## config.mk

```make
export PLATFORM = sky130hd
export DESIGN_NAME = alu_responder
export DESIGN_NICKNAME = d
export VERILOG_FILES = /design/src/rtl/alu_responder.sv
export SDC_FILE = /design/constraint.sdc
export NUM_CORES = 1
export LEC_CHECK = 0
export ABC_AREA = 1
export BUFFER_PORTS_ARGS = -buffer_cell sky130_fd_sc_hd__buf_2
export CORE_ASPECT_RATIO = 1.1
export CORE_UTILIZATION = 55
export CTS_BUF_LIST = sky130_fd_sc_hd__clkbuf_8
export CTS_CLUSTER_DIAMETER = 50
export DETAILED_ROUTE_END_ITERATION = 12
export PLACE_DENSITY = 0.76
export SLEW_MARGIN = 0
export SYNTH_ARGS = -nofsm -noshare
export SYNTH_HDL_FRONTEND = slang
export SYNTH_SLANG_ARGS = --single-unit
```

## constraint.sdc

```tcl
create_clock -name clk -period 3.58 [get_ports clk]
set_input_delay 0 -clock clk [delete_from_list [all_inputs] [get_ports clk]]
set_output_delay 0 -clock clk [all_outputs]
set_load 0.1 [all_outputs]
```

## src/rtl/alu_responder.sv

```systemverilog
// rtl/alu_responder.sv - multi-cycle ALU with req/busy handshake and one-cycle valid strobe
// Optional ALU_FAST_SHIFT_EN: single-cycle barrel shifts instead of one bit per cycle.
module alu_responder #(
    parameter int WIDTH   = 32,
    parameter int SHAMT_W = $clog2(WIDTH)
) (
    input  logic             clk,
    input  logic             rst_n,
    input  logic             req,
    input  logic [2:0]       alu_op_code,
    input  logic [WIDTH-1:0] data_a,
    input  logic [WIDTH-1:0] data_b,
    output logic             busy,
    output logic             valid,
    output logic [WIDTH-1:0] y,
    output logic             Z,
    output logic             C
);
    localparam int CNT_W = SHAMT_W + 1;

    localparam logic [2:0] OP_ADD = 3'b000;
    localparam logic [2:0] OP_SUB = 3'b001;
    localparam logic [2:0] OP_AND = 3'b010;
    localparam logic [2:0] OP_OR  = 3'b011;
    localparam logic [2:0] OP_XOR = 3'b100;
    localparam logic [2:0] OP_SLL = 3'b101;
    localparam logic [2:0] OP_SRL = 3'b110;
    localparam logic [2:0] OP_MUL = 3'b111;

    typedef enum logic {IDLE, COMPUTE} state_t;

    state_t             state_q, state_d;
    logic [2:0]         op_q, op_d;
    logic [WIDTH-1:0]   a_q, a_d;     // shift work register / multiplicand
    logic [WIDTH-1:0]   b_q, b_d;     // multiplier, consumed LSB first
    logic [WIDTH-1:0]   acc_q, acc_d;
    logic [CNT_W-1:0]   cnt_q, cnt_d;
    logic               busy_q, busy_d;
    logic               valid_q, valid_d;
    logic [WIDTH-1:0]   y_q, y_d;
    logic               z_q, z_d;
    logic               c_q, c_d;

    logic [WIDTH:0]     sum, diff;
    logic [SHAMT_W-1:0] shamt;
    logic [WIDTH-1:0]   mul_step;
    logic [WIDTH-1:0]   res;
    logic               carry;
    logic               done;

    always_comb begin
        state_d  = state_q;
        op_d     = op_q;
        a_d      = a_q;
        b_d      = b_q;
        acc_d    = acc_q;
        cnt_d    = cnt_q;
        busy_d   = busy_q;
        valid_d  = 1'b0;
        y_d      = y_q;
        z_d      = z_q;
        c_d      = c_q;
        res      = '0;
        carry    = 1'b0;
        done     = 1'b0;
        sum      = {1'b0, data_a} + {1'b0, data_b};
        diff     = {1'b0, data_a} - {1'b0, data_b};
        shamt    = data_b[SHAMT_W-1:0];
        mul_step = acc_q + (b_q[0] ? a_q : '0);

        case (state_q)
            IDLE: begin
                if (req) begin
                    op_d  = alu_op_code;
                    a_d   = data_a;
                    b_d   = data_b;
                    acc_d = '0;
                    case (alu_op_code)
                        OP_ADD: begin res = sum[WIDTH-1:0];  carry = sum[WIDTH];   done = 1'b1; end
                        OP_SUB: begin res = diff[WIDTH-1:0]; carry = ~diff[WIDTH]; done = 1'b1; end
                        OP_AND: begin res = data_a & data_b; done = 1'b1; end
                        OP_OR:  begin res = data_a | data_b; done = 1'b1; end
                        OP_XOR: begin res = data_a ^ data_b; done = 1'b1; end
                        OP_SLL, OP_SRL: begin
`ifdef ALU_FAST_SHIFT_EN
                            res  = (alu_op_code == OP_SLL) ? (data_a << shamt) : (data_a >> shamt);
                            done = 1'b1;
`else
                            if (shamt == '0) begin
                                res  = data_a;
                                done = 1'b1;
                            end else begin
                                state_d = COMPUTE;
                                busy_d  = 1'b1;
                                cnt_d   = {1'b0, shamt};
                            end
`endif
                        end
                        default: begin
                            state_d = COMPUTE;
                            busy_d  = 1'b1;
                            cnt_d   = CNT_W'(WIDTH);
                        end
                    endcase
                end
            end
            COMPUTE: begin
                cnt_d = cnt_q - 1'b1;
                if (op_q == OP_MUL) begin
                    acc_d = mul_step;
                    a_d   = a_q << 1;
                    b_d   = b_q >> 1;
                    res   = mul_step;
                end else if (op_q == OP_SLL) begin
                    a_d = a_q << 1;
                    res = a_q << 1;
                end else begin
                    a_d = a_q >> 1;
                    res = a_q >> 1;
                end
                done = (cnt_q == CNT_W'(1));
            end
            default: state_d = IDLE;
        endcase

        // Completion: publish result and return to IDLE so a new req can be taken next edge
        if (done) begin
            y_d     = res;
            z_d     = (res == '0);
            c_d     = carry;
            valid_d = 1'b1;
            busy_d  = 1'b0;
            state_d = IDLE;
        end
    end

    always_ff @(posedge clk) begin
        if (!rst_n) begin
            state_q <= IDLE;
            op_q    <= '0;
            a_q     <= '0;
            b_q     <= '0;
            acc_q   <= '0;
            cnt_q   <= '0;
            busy_q  <= 1'b0;
            valid_q <= 1'b0;
            y_q     <= '0;
            z_q     <= 1'b0;
            c_q     <= 1'b0;
        end else begin
            state_q <= state_d;
            op_q    <= op_d;
            a_q     <= a_d;
            b_q     <= b_d;
            acc_q   <= acc_d;
            cnt_q   <= cnt_d;
            busy_q  <= busy_d;
            valid_q <= valid_d;
            y_q     <= y_d;
            z_q     <= z_d;
            c_q     <= c_d;
        end
    end

    assign busy  = busy_q;
    assign valid = valid_q;
    assign y     = y_q;
    assign Z     = z_q;
    assign C     = c_q;
endmodule
```

==> flow_metrics.env <==
export IMPL_cp_common_cell="nand2_1"
export IMPL_drive_gt1_share_pct=6.74
export IMPL_synth_avg_cell_area_um2=5.64
export IMPL_final_area_um2=16900
export IMPL_crit_start="b_q[0]$_SDFFE_PN0P_"
export IMPL_cp_data_arrival_time_ns=3.70
export IMPL_crit_buf_inv=3
export IMPL_hold_viol=0
export IMPL_pre_cts_ws_ns=0.407
export IMPL_synthCells=2724
export IMPL_grt_pass1_vias=17200
export IMPL_cts_tree="yes"
export IMPL_status="finished, final reports clean"
export IMPL_antenna_found_initial=0
export IMPL_power_density_nw_per_um2=281
export IMPL_placed_cell_area_um2=16000
export IMPL_synthTopCellsByArea="nand2_1 (22%), dfxtp_1 (19%), ha_1 (11%)"
export IMPL_numPlacedInstances=3096
export IMPL_vdd_drop_max_mv=0.162
export IMPL_maxSlewHeadroom_pct=23.4
export IMPL_drt_total_wl_um=59600
export IMPL_synth_commonest_cells="nand2_1 (887), inv_1 (417), nor2_1 (234), nand3_1 (219), a21oi_1 (176)"
export IMPL_clock_latency_ns=0.50
export IMPL_rsz0062_at_grt="false"
export IMPL_hold_start="data_a[30]"
export IMPL_endpoint_kind="register"
export IMPL_vias=18600
export IMPL_synth_seq_area_share_pct=18.5
export IMPL_synth_edf_count=0
export IMPL_place_gp_congestion=1.05
export IMPL_maxCapViolations=0
export IMPL_root_buffer="clkbuf_8"
export IMPL_drt_wirelength_per_cell_um=18.7
export IMPL_ys_async_sr_fraction_pct=0
export IMPL_core_um2=27200
export IMPL_first_pass_iters=9
export IMPL_grt_pass1_wl_um=90700
export IMPL_drc=0
export IMPL_drt_initial_drc_count=2196
export IMPL_syn_cell_area_um2=15400
export IMPL_tightest_slew_ns=1.15
export IMPL_track_usage_pct=41.0
export IMPL_vias_per_cell=5.85
export IMPL_post_cts_setup_buffers=0
export IMPL_setup_viol=0
export IMPL_rows=63
export IMPL_post_route_min_period_ns=3.26
export IMPL_cp_slowest_cell="dfxtp_1"
export IMPL_r2r_start="b_q[0]$_SDFFE_PN0P_"
export IMPL_criticalPathCategory="register to register"
export IMPL_gr_total_overflow=0
export IMPL_antenna_left=0
export IMPL_dieArea_um2=28600
export IMPL_tns_ns=0
export IMPL_die_h_um=177
export IMPL_clock_skew_ns=0.0265
export IMPL_layout_nets=3019
export IMPL_required_ns=4.02
export IMPL_cts_max_path_buffers=2
export IMPL_path_clk_slew_ns=0.10
export IMPL_path_max_fanout=30
export IMPL_n_antenna_cell=0
export IMPL_synth_top_area_share_pct=21.7
export IMPL_final_cells=3178
export IMPL_area_growth_pct=9.83
export IMPL_fp_dieW_um=161
export IMPL_ys_ff_latch=142
export IMPL_initial_core_util_pct=56.4
export IMPL_fillers=2767
export IMPL_ys_types=52
export IMPL_yosysMostFrequentCell="nand2_1"
export IMPL_path_cells="buf_4 > nand2_1 > inv_1 > ha_1 > a21oi_1 > o21ai_0 > inv_1 > nand2_1 > nand2_1 > nand2_1 > or2_2 > nand3_1 > nand3_1 > nor2_1 > nand3_1 > nor2_1 > nand3_1 > nand2_1"
export IMPL_grt_start_max_net_pins=70
export IMPL_port_buffers=105
export IMPL_fin_ws_ns=0.323
export IMPL_synth_flop_cell="dfxtp_1"
export IMPL_period_share_pct=91.0
export IMPL_hold_class="input port to register"
export IMPL_total_leakage_power_nw=9.00
export IMPL_hpwl_um=46100
export IMPL_pin_count=106
export IMPL_cts_max_level=4
export IMPL_cts_made_buffers=17
export IMPL_slew_viol_final=0
export IMPL_cp_slowest_stage_delay_ns=0.39
export IMPL_synth_warnings=0
export IMPL_syn_nets=2935
export IMPL_crit_path_start_kind="register"
export IMPL_cpLargestDelayFamily="simple AND/OR/NAND/NOR gates"
export IMPL_yosys_area_top_type="nand2_1"
export IMPL_timing_fmax_mhz=307
export IMPL_fin_hold_ws_ns=0.0185
export IMPL_cts_sinks=142
-- power by group --
group          switching, W  total (W)  internal, W
clock              0.000803    0.00130     0.000500
sequential        0.0000544    0.00171      0.00165
combinational       0.00123    0.00172     0.000494
-- cell families after synthesis --
logic type      Yosys count  synth area share (%)
compound gates          470                  17.4
fa+ha+maj               141                  11.6
flops                   142                  18.5
simple gates           1421                  38.1
xor+xnor                 12                 0.685
buf+inv                 538                  13.7
-- state kept, by name, summed over array words and instances, names as in the netlist --
name and count:
state_q 1, valid 1, C 1, acc_q 32
Z 1, a_q 32, y 32, cnt_q 6
op_q 3, b_q 32, busy 1
-- final cells by class --
cell class | instances | area (um^2) | share of cell area, %
multi-input combinational | 2044 | 10400 | 61.8
timing repair buffer | 176 | 1180 | 7.02
inverter | 427 | 1610 | 9.52
sequential | 142 | 2840 | 16.9
clock buffer | 17 | 234 | 1.39
tap | 357 | 447 | 2.65
clock inverter | 15 | 126 | 0.750
-- repair_timing --
item | in CTS | in global routing
gates resized for setup | 0 | 0
endpoints found under the hold margin | 53 | 0
setup endpoints to repair | 0 | 0
hold buffers | 50 | 0
-- path summary, 6_finish.rpt --
check,to,slack [ns],cells past startpoint
max reg2reg,Z$_SDFFE_PN0P_,0.32,18
max,Z$_SDFFE_PN0P_,0.32,18
min,a_q[30]$_SDFFE_PN0P_,0.02,5
min reg2reg,C$_SDFFE_PN0P_,0.46,2
-- tightest hold or removal path, stage by stage --
cell and delay, ns:
buf_2 0.12, inv_1 0.10, o22ai_1 0.09, a21oi_1 0.11
nor2_1 0.04
-- layer usage --
layer  vias up  global-route usage, %  part of all wire, %
met2       969                   67.8                   45
li1       8894                      -                    -
met5         -                      0                    0
met4         0                   23.2                  5.6
met3       198                   7.01                  9.5
met1      8517                   50.3                   39
-- per-stage QoR --
stage               total power, W  utilization, %
floorplan                  0.00286               -
global placement           0.00333            58.8
detailed placement         0.00335            58.8
CTS                        0.00467            62.0
global route               0.00496            62.0
finish                     0.00473            62.0
-- cell usage in the layout, fill, tap and decap left out, types with 7 or more instances in the layout --
cell,netlist,layout
nor2_1,234,233
inv_2,8,8
xor2_1,12,12
dlygate4sd3_1,0,50
nand3b_1,12,12
ha_1,138,138
nand4_1,31,31
o21ai_0,137,137
a31oi_1,44,44
a22o_1,18,18
dfxtp_1,142,141
clkbuf_8,0,17
buf_4,4,21
nor3_1,15,15
inv_1,417,417
nand2_1,887,887
a21oi_1,176,176
buf_2,40,105
o21bai_1,7,7
nand3_1,219,219
o22ai_1,65,65
No activity file was read; power rests on OpenSTA's default activity.
